`config.mk`:
```
export PLATFORM = sky130hd
export DESIGN_NAME = unit_spawn_scheduler
export DESIGN_NICKNAME = d
export VERILOG_FILES = /design/src/rtl/unit_spawn_scheduler_pkg.sv /design/src/rtl/unit_spawn_scheduler_free_slot_finder.sv /design/src/rtl/unit_spawn_scheduler.sv
export SDC_FILE = /design/constraint.sdc
export NUM_CORES = 1
export LEC_CHECK = 0
export BUFFER_PORTS_ARGS = -buffer_cell sky130_fd_sc_hd__buf_2
export CAP_MARGIN = 20
export CORE_MARGIN = 2
export CORE_UTILIZATION = 30
export DETAILED_ROUTE_END_ITERATION = 12
export GPL_TIMING_DRIVEN = 1
export PLACE_DENSITY = 0.49
export SLEW_MARGIN = 10
export SYNTH_ARGS = -nofsm -noshare
export SYNTH_HDL_FRONTEND = slang
export SYNTH_HIERARCHICAL = 1
export SYNTH_SLANG_ARGS = --single-unit
```
`constraint.sdc`:
```
create_clock -name clk -period 15.8 [get_ports clk]
set_input_delay 0 -clock clk [delete_from_list [all_inputs] [get_ports clk]]
set_output_delay 0 -clock clk [all_outputs]
set_load 0.005 [all_outputs]
```
`src/rtl/unit_spawn_scheduler_pkg.sv`:
```
// Shared types and constants for the player unit spawn scheduler:
// FSM states, unit type codes, unit costs and the "no position" marker.
package unit_spawn_scheduler_pkg;

    typedef enum logic [1:0] {
        ST_IDLE     = 2'd0,
        ST_ISSUE    = 2'd1,
        ST_WAIT     = 2'd2,
        ST_COOLDOWN = 2'd3
    } state_e;

    typedef enum logic [1:0] {
        UT_NONE = 2'b00,
        UT_T1   = 2'b01,
        UT_T2   = 2'b10,
        UT_T3   = 2'b11
    } unit_type_e;

    localparam logic [7:0] COST_T1  = 8'd10;
    localparam logic [7:0] COST_T2  = 8'd20;
    localparam logic [7:0] COST_T3  = 8'd50;
    localparam logic [8:0] POS_NONE = 9'h1FF;

    function automatic logic [7:0] unit_cost(input unit_type_e t);
        case (t)
            UT_T1:   unit_cost = COST_T1;
            UT_T2:   unit_cost = COST_T2;
            UT_T3:   unit_cost = COST_T3;
            default: unit_cost = 8'd0;
        endcase
    endfunction

endpackage

```
`src/rtl/unit_spawn_scheduler_free_slot_finder.sv`:
```
// Combinational lowest-index-set priority encoder over the dead flags:
// one-hot pick of the first free slot plus a valid bit.
module free_slot_finder #(
    parameter int N_UNITS = 8
) (
    input  logic [N_UNITS-1:0] unit_dead,
    output logic [N_UNITS-1:0] slot_onehot,
    output logic               slot_valid
);

    assign slot_valid = |unit_dead;

    generate
        for (genvar gi = 0; gi < N_UNITS; gi++) begin : g_pick
            if (gi == 0) begin : g_first
                assign slot_onehot[gi] = unit_dead[gi];
            end else begin : g_rest
                assign slot_onehot[gi] = unit_dead[gi] & ~(|unit_dead[gi-1:0]);
            end
        end
    endgenerate

endmodule

```
`src/rtl/unit_spawn_scheduler.sv`:
```
// Player unit slot controller: spawn arbitration against gold and cooldown,
// periodic game tick generation and player front position reduction.
module unit_spawn_scheduler
    import unit_spawn_scheduler_pkg::*;
#(
    parameter int N_UNITS        = 8,
    parameter int TICK_DIV       = 16,
    parameter int COOLDOWN_TICKS = 4,
    parameter int GOLD_INIT      = 50,
    parameter int GOLD_MAX       = 255,
    parameter int GOLD_INC       = 1,
    parameter int SPAWN_TIMEOUT  = 4
) (
    input  logic                   clk,
    input  logic                   reset,
    input  logic                   leftBtn,
    input  logic                   rightBtn,
    input  logic                   downBtn,
    input  logic [N_UNITS-1:0]     unitDead,
    input  logic [9*N_UNITS-1:0]   unitPosition,
    output logic [N_UNITS-1:0]     canSpawn,
    output logic                   leftSCEN,
    output logic                   rightSCEN,
    output logic                   downSCEN,
    output logic                   moveSCEN,
    output logic                   damageSCEN,
    output logic [7:0]             gold,
    output logic [8:0]             playerFront,
    output logic                   busy,
    output logic                   reject,
    output logic                   spawnFault
);

    localparam int TW = (TICK_DIV > 1) ? $clog2(TICK_DIV) : 1;
    localparam logic [TW-1:0] TICK_LAST = TW'(TICK_DIV - 1);

    state_e               state_q, state_d;
    logic [TW-1:0]        tick_cnt_q, tick_cnt_d;
    logic [7:0]           cd_cnt_q, cd_cnt_d;
    logic [7:0]           wait_cnt_q, wait_cnt_d;
    logic [N_UNITS-1:0]   slot_q, slot_d;
    logic [N_UNITS-1:0]   can_spawn_q, can_spawn_d;
    logic                 left_scen_q, left_scen_d;
    logic                 right_scen_q, right_scen_d;
    logic                 down_scen_q, down_scen_d;
    logic                 move_q, move_d;
    logic                 damage_q, damage_d;
    logic [7:0]           gold_q, gold_d;
    logic [8:0]           front_q, front_d;
    logic                 busy_q, busy_d;
    logic                 reject_q, reject_d;
    logic                 fault_q, fault_d;

    logic [N_UNITS-1:0]   free_onehot;
    logic                 free_valid;
    logic                 tick_hit;
    logic                 debit;
    unit_type_e           req_type;
    logic [7:0]           req_cost;
    logic [9:0]           gold_sum;

    free_slot_finder #(.N_UNITS(N_UNITS)) u_free_slot_finder (
        .unit_dead   (unitDead),
        .slot_onehot (free_onehot),
        .slot_valid  (free_valid)
    );

    always_comb begin
        state_d      = state_q;
        cd_cnt_d     = cd_cnt_q;
        wait_cnt_d   = wait_cnt_q;
        slot_d       = slot_q;
        can_spawn_d  = '0;
        left_scen_d  = 1'b0;
        right_scen_d = 1'b0;
        down_scen_d  = 1'b0;
        reject_d     = 1'b0;
        fault_d      = 1'b0;
        debit        = 1'b0;

        tick_hit   = (tick_cnt_q == TICK_LAST);
        tick_cnt_d = tick_hit ? '0 : tick_cnt_q + 1'b1;
        move_d     = tick_hit;
        damage_d   = move_q;

        if (leftBtn)       req_type = UT_T1;
        else if (rightBtn) req_type = UT_T2;
        else if (downBtn)  req_type = UT_T3;
        else               req_type = UT_NONE;
        req_cost = unit_cost(req_type);

        case (state_q)
            ST_IDLE: begin
                if (req_type != UT_NONE) begin
                    if (gold_q >= req_cost && free_valid) begin
                        state_d      = ST_ISSUE;
                        slot_d       = free_onehot;
                        can_spawn_d  = free_onehot;
                        left_scen_d  = (req_type == UT_T1);
                        right_scen_d = (req_type == UT_T2);
                        down_scen_d  = (req_type == UT_T3);
                        debit        = 1'b1;
                    end else begin
                        reject_d = 1'b1;
                    end
                end
            end
            ST_ISSUE: begin
                // The ISSUE cycle itself counts toward the spawn timeout.
                state_d    = ST_WAIT;
                wait_cnt_d = 8'd1;
            end
            ST_WAIT: begin
                if ((unitDead & slot_q) == '0) begin
                    state_d  = ST_COOLDOWN;
                    cd_cnt_d = 8'(COOLDOWN_TICKS);
                end else if (wait_cnt_q >= 8'(SPAWN_TIMEOUT - 1)) begin
                    state_d = ST_IDLE;
                    fault_d = 1'b1;
                end else begin
                    wait_cnt_d = wait_cnt_q + 8'd1;
                end
            end
            ST_COOLDOWN: begin
                if (tick_hit) begin
                    if (cd_cnt_q <= 8'd1) begin
                        cd_cnt_d = 8'd0;
                        state_d  = ST_IDLE;
                    end else begin
                        cd_cnt_d = cd_cnt_q - 8'd1;
                    end
                end
            end
            default: state_d = ST_IDLE;
        endcase

        // Debit only happens when gold_q >= cost, so the sum never underflows.
        gold_sum = {2'b00, gold_q}
                 + (tick_hit ? 10'(GOLD_INC) : 10'd0)
                 - (debit ? {2'b00, req_cost} : 10'd0);
        gold_d = (gold_sum > 10'(GOLD_MAX)) ? 8'(GOLD_MAX) : gold_sum[7:0];

        busy_d = (state_d != ST_IDLE);
    end

    always_comb begin
        front_d = POS_NONE;
        for (int i = 0; i < N_UNITS; i++) begin
            if (!unitDead[i] && (unitPosition[9*i +: 9] < front_d)) begin
                front_d = unitPosition[9*i +: 9];
            end
        end
    end

    always_ff @(posedge clk) begin
        if (reset) begin
            state_q      <= ST_IDLE;
            tick_cnt_q   <= '0;
            cd_cnt_q     <= '0;
            wait_cnt_q   <= '0;
            slot_q       <= '0;
            can_spawn_q  <= '0;
            left_scen_q  <= 1'b0;
            right_scen_q <= 1'b0;
            down_scen_q  <= 1'b0;
            move_q       <= 1'b0;
            damage_q     <= 1'b0;
            gold_q       <= 8'(GOLD_INIT);
            front_q      <= POS_NONE;
            busy_q       <= 1'b0;
            reject_q     <= 1'b0;
            fault_q      <= 1'b0;
        end else begin
            state_q      <= state_d;
            tick_cnt_q   <= tick_cnt_d;
            cd_cnt_q     <= cd_cnt_d;
            wait_cnt_q   <= wait_cnt_d;
            slot_q       <= slot_d;
            can_spawn_q  <= can_spawn_d;
            left_scen_q  <= left_scen_d;
            right_scen_q <= right_scen_d;
            down_scen_q  <= down_scen_d;
            move_q       <= move_d;
            damage_q     <= damage_d;
            gold_q       <= gold_d;
            front_q      <= front_d;
            busy_q       <= busy_d;
            reject_q     <= reject_d;
            fault_q      <= fault_d;
        end
    end

    assign canSpawn    = can_spawn_q;
    assign leftSCEN    = left_scen_q;
    assign rightSCEN   = right_scen_q;
    assign downSCEN    = down_scen_q;
    assign moveSCEN    = move_q;
    assign damageSCEN  = damage_q;
    assign gold        = gold_q;
    assign playerFront = front_q;
    assign busy        = busy_q;
    assign reject      = reject_q;
    assign spawnFault  = fault_q;

endmodule
```
[Word level (Yosys, flattened, before mapping)]
Cells that the tools add are included.
Word-level totals
  register bits after elaboration: 63
  bits in latches: 0
  RAM bits: 0
  ROM bits: 0
  output and inout bits: 33
  logic and storage cells: 136
  memories: 0
Operators by class
  add/subtract/negate cells: 5
  multiply operators: 0
  divide/modulo/power cells: 0
  $lt $le $gt $ge: 12
  eq/ne operators: 11
  shift-type cells: 0
  muxes and demuxes: 34
  bitwise operators: 19
  reductions and logical operators: 38
Operators with widths (number)
  $mux 9: 8
  $lt 9x9->1: 7
  $mux 8: 7
  $pmux 8 s2: 2
  $mux 2: 9
  $pmux 6 s3: 1
  $not 1->1: 11
  $gt 10x8->1 const B: 1
  $sub 9x8->10: 1
  $add 8x1->9: 1
  $logic_and 1x1->1: 9
  $lt 9x9->1 const B: 1
  $reduce_and 3->1: 3
  $reduce_or 3->1: 3
  $add 8x1->8 const B: 1
  $and 8x8->8: 1
  $eq 2x2->1 const B: 4
  $ge 8x2->1 const B: 1
  $ge 8x8->1: 1
  $le 8x1->1 const B: 1
  $logic_not 1->1: 8
  $logic_not 8->1: 1
  $ne 2x2->1 const B: 4
  $pmux 2 s4: 1
  other kinds (14): 32

[Longest topological paths before layout]
  word-level depth: 24
  gate-level depth with buffers: 80

[Hierarchy]
Netlist, hierarchy kept.
Modules (own cells, without submodules)
  unit_spawn_scheduler: instances 1, cells each 703, area an instance 5700.5 um^2
  free_slot_finder: instances 1, cells each 12, area an instance 96.3 um^2

[Least setup slack after synthesis]
Ideal clock, no wire load.
  kind: in2reg
  from: input unitPosition[0]
  to: register front_q[1], in the netlist playerFront[1]
  arrival: 12.917 ns
  required time: 15.679 ns
  slack: 2.762 ns
  stages on the path: 75
  path buffers: 8
  path through: nand4_1 > nor2_1 > a41o_1 > nor2_1 > ha_1 > or3b_1 > a311oi_2 > o311ai_1 > buf_2 > buf_1 > a21oi_1 > inv_1 > ha_1 > and4_1 > a211oi_1 > o21ai_0 > a221oi_1 > a21o_1 > [... 39 more ...] > buf_2 > a21oi_1 > ha_1 > a21o_1 > a21oi_1 > nor2b_1 > o21ai_0 > nand2b_1 > a21oi_1 > nor2b_1 > o21ai_0 > nand2_1 > nor2_1 > nand2_1 > a21oi_1 > a211o_1 > buf_6 > mux2_4
On the way
  word-level cells in the longest chain between the ends: 24
RTL lines
  from (decl): line unit_spawn_scheduler.sv:20  | input logic [9*N_UNITS-1:0] unitPosition,
  $lt 9x9->1: line unit_spawn_scheduler.sv:149  | if (!unitDead[i] && (unitPosition[9*i +: 9] < front_d)) begin
  $logic_and 1x1->1: line unit_spawn_scheduler.sv:149
  $mux 9 *: line unit_spawn_scheduler.sv:149
  $lt 9x9->1: line unit_spawn_scheduler.sv:149
  $logic_and 1x1->1: line unit_spawn_scheduler.sv:149
  $mux 9 *: line unit_spawn_scheduler.sv:149
  $lt 9x9->1: line unit_spawn_scheduler.sv:149
  $logic_and 1x1->1: line unit_spawn_scheduler.sv:149
  [... 8 more ...]
  $logic_and 1x1->1: line unit_spawn_scheduler.sv:149
  $mux 9 *: line unit_spawn_scheduler.sv:149
  $lt 9x9->1: line unit_spawn_scheduler.sv:149
  $logic_and 1x1->1: line unit_spawn_scheduler.sv:149
  $mux 9 *: line unit_spawn_scheduler.sv:149
  $lt 9x9->1: line unit_spawn_scheduler.sv:149
  $logic_and 1x1->1: line unit_spawn_scheduler.sv:149
  $mux 9 *: line unit_spawn_scheduler.sv:149
  to (signal assigned): line unit_spawn_scheduler.sv:186  | front_q <= front_d;
  to (decl): line unit_spawn_scheduler.sv:49  | logic [8:0] front_q, front_d;
Every way passes the cells marked *; elsewhere a longest branch is shown, timed or not.
A chain may end at the register's enable or synchronous reset.

[Final worst setup path]
  from: input unitPosition[0]
  to: register front_q[8], in the netlist playerFront[8]
Same word-level chain as after synthesis.

==> run summary <==
The flow ran to the end, and the final reports show no timing, DRC or antenna violations. Entering global routing, the biggest net connects 51 pins. Ranked by total cell area, the synthesized netlist is headed by sky130_fd_sc_hd__dfxtp_1, sky130_fd_sc_hd__ha_1, sky130_fd_sc_hd__nor2_1. The worst setup margin is 1.52 ns. Relative to the synthesized area, the layout overhead comes to 20.5%. In the layout the commonest cells are sky130_fd_sc_hd__buf_2, sky130_fd_sc_hd__nor2_1, sky130_fd_sc_hd__ha_1, sky130_fd_sc_hd__dfxtp_1, sky130_fd_sc_hd__a21oi_1. The critical path class is in2reg. The clock share of power came out at 0.196.

The routed design has 15700 µm of wire. STA classifies the critical path startpoint as an input port. Setup repair after global routing left no endpoint under its margin. The floorplan die width came out at 143 µm. The area inside the core boundary is 18800 µm². The power share of the sequential group is 0.241. The initial detailed-routing violation count is 248.

The number of rows created at floorplan came out at 50. The worst setup path is captured at a register. The min-delay analysis places its worst path in the category in2reg. The maximum clock rate is 70.0 MHz. The portion of synthesized cell area occupied by the leading cell type is 0.218.

The part of the total power dissipated in combinational logic is 0.562. In this run the vertical extent of the chip is 143 µm. In this run the top signal layer used is met4. At the later pin of the worst-skew pair, clock insertion delay measures about 0.33 ns.

The fraction of layout instances using a drive strength above 1 came out at 0.232. The clock period could shrink to roughly 14 ns. Buffers added to address setup during post-CTS repair amount to 0.

The arrival time of data at the critical path endpoint is about 15 ns. Of all flip-flops after synthesis, the portion carrying an async set or reset was 0. The starting utilization of the core area is 0.308. The number of setup violations in the final report came out at 0. The synthesis warning total is 6. The ratio of total power to cell area is 134 nW/µm². The number of global-route vias before repair was 5204.

The number of H-tree branching levels came out at 3. The maximum buffer depth of the clock tree is 2. Wire segments on met3 add up to 679 µm in the final route.

In the routed design, unresolved DRC markers number 0. The largest total area in the synthesized netlist belongs to sky130_fd_sc_hd__dfxtp_1. Summed over all nets, wire length on met2 after detailed routing comes to about 7300 µm. The average size of a mapped cell is 8.11 µm². The transition at the pin with the smallest max-transition slack is 0.778 ns. The placed wire-length estimate is 12900 µm. In the routed layout, each cell is associated on average with a via count of ~5.

The number of enable-type register cells in the synthesized netlist is 0. The clock tree root buffer cell is sky130_fd_sc_hd__clkbuf_16. The static leakage is ~3.2 nW. Clock-pin slew was measured on the worst setup and hold paths at 0.05 ns. The layout net count is about 990. The number of hold violations in the final report is 0. The I/O pin count is 118.

The overflow left after global routing came out at 0. The initial antenna violation count came to 3. The number of vias after detailed routing is 5477. The average wire per standard cell is 14.3 µm. The routability-driven placement congestion ratio came out at 0.837. The die area came out at 20500 µm². The standard cell with the maximum stage delay on the critical path is sky130_fd_sc_hd__a2111oi_0. The library cell used most frequently in the layout, excluding fill and tap cells, is sky130_fd_sc_hd__buf_2.

Counting stages on the worst path, the most repeated cell is sky130_fd_sc_hd__ha_1. The switching power share of the total came out at 0.406. The routed metal-1 wirelength is 7540 µm. Across the VDD grid, the largest voltage drop is 0.0588 mV. The number of distinct standard cells referenced by the synthesized netlist came out at 89. The flip-flop and latch count after synthesis came out at 63. The post-synthesis instance total came out at 715. The most instantiated flip-flop cell in the synthesis netlist is sky130_fd_sc_hd__dfxtp_1. The first detailed-routing pass took 6 iterations. The netlist area before placement is 5800 µm². The number of sinks handled by clock tree synthesis is 63.

The number of buffers inserted during clock tree synthesis came out at 9. The setup TNS came out at 0 ns. The worst slack at placement is 1.17 ns. The wire length of the first global-routing pass is 25700 µm. The number of pins with negative max-slew slack in the final report is 0. The maximum fanout encountered on the critical timing path is 15. The highest cell delay on the worst timing path is roughly 0.71 ns. The worst slew margin relative to its limit is 0.468.

The number of nets produced by synthesis is 869. The total of buffers placed on input and output ports came out at 117. The max capacitance violation total came out at 0.

For this run, the total global-route usage over all layers was measured as 0.157. TritonCTS built the clock tree. Dividing the final minimum period by the clock period gives 0.904. The worst endpoint required time is 16.02 ns. The internal power of the cells totals 556 µW. The sequential-to-total area share from yosys stat came out at 0.218.

Once detail routing completed, the nets flagged for antenna violations numbered 0. The net switching power of the design came out at 380 µW. The setup skew after layout came out at 0.00562 ns. The power after layout is ~940 µW.
==> state kept, by name (all words and copies together) (netlist names), 2 cells and up <==
register / cells
playerFront: 9
canSpawn: 8
cd_cnt_q: 8
gold: 8
slot_q: 8
wait_cnt_q: 8
tick_cnt_q: 4
state_q: 2
==> repair_timing <==
action | 4_1_cts | 5_1_grt
gates resized for setup | 0 | 0
hold buffers | 8 | 0
hold endpoints to repair | 8 | 0
==> per-stage QoR <==
| step | instances | util | hold slack, ns | area (µm²) |
|---|---|---|---|---|
| detailed placement | 1072 | 0.352 | 0.318 | 6630 |
| floorplan | 715 | - | 0.155 | 5800 |
| global route | 1096 | 0.371 | 0.00674 | 6990 |
| global placement | 1072 | 0.352 | 0.332 | 6630 |
| CTS | 1093 | 0.371 | 0.00140 | 6980 |
| finish | 1096 | 0.371 | 0.0105 | 6990 |
==> final timing paths <==
check / from / end / slack, ns / depth (start not counted)
hold / removal: unitPosition[70] / playerFront[7] / 0.01 / 3
setup / recovery: unitPosition[0] / playerFront[8] / 1.52 / 66
setup reg to reg: gold[1] / gold[4] / 10.55 / 27
hold reg to reg: moveSCEN / damageSCEN / 0.46 / 1
==> worst max-delay path: cells and delay by family <==
kind	cells	cell delay [ns]
compound gates	34	8.71
fa+ha+maj	7	1.92
buf+inv	5	0.43
mux	3	1.07
simple gates	17	2.33
==> metal layers <==
metal,track usage,vias up
met5,0,-
met4,0.0495,0
met3,0.0335,24
met2,0.257,115
met1,0.205,2496
li1,-,2842
==> power by group through the flow <==
| stage | Combinational, mW | Sequential, mW | Clock, mW |
|---|---|---|---|
| CTS | 0.532 | 0.226 | 0.190 |
| global placement | 0.532 | 0.230 | 0 |
| global route | 0.602 | 0.232 | 0.198 |
| detailed placement | 0.527 | 0.229 | 0 |
| floorplan | 0.410 | 0.222 | 0 |
| finish | 0.526 | 0.226 | 0.183 |
==> synth_stat cells, drive strengths merged, types with 15 or more instances <==
cell   instances
a21o          15
a21oi         57
and2          16
dfxtp         63
ha            69
inv           51
mux2          20
mux2i         21
nand2         47
nor2          78
nor2b         17
o21ai         37
==> layout make-up <==
type	instances	area, µm²
fill	1994	11800
multi-input combinational	577	4240
sequential	63	1260
timing repair buffer	128	688
tap	260	325
clock buffer	12	267
inverter	52	195
antenna	3	7.51
clock inverter	1	5.00
==> logic make-up after synthesis <==
logic type               after synthesis  synth area share
AND/OR/NAND/NOR                      247             0.222
flip-flops                            63             0.218
XOR/XNOR                              13            0.0196
multiplexers                          41            0.0822
adder cells (fa/ha/maj)               69             0.149
AO/OA/AOI/OAI                        207             0.257
buffers and inverters                 75            0.0529
No activity file was read; power rests on OpenSTA's default activity.
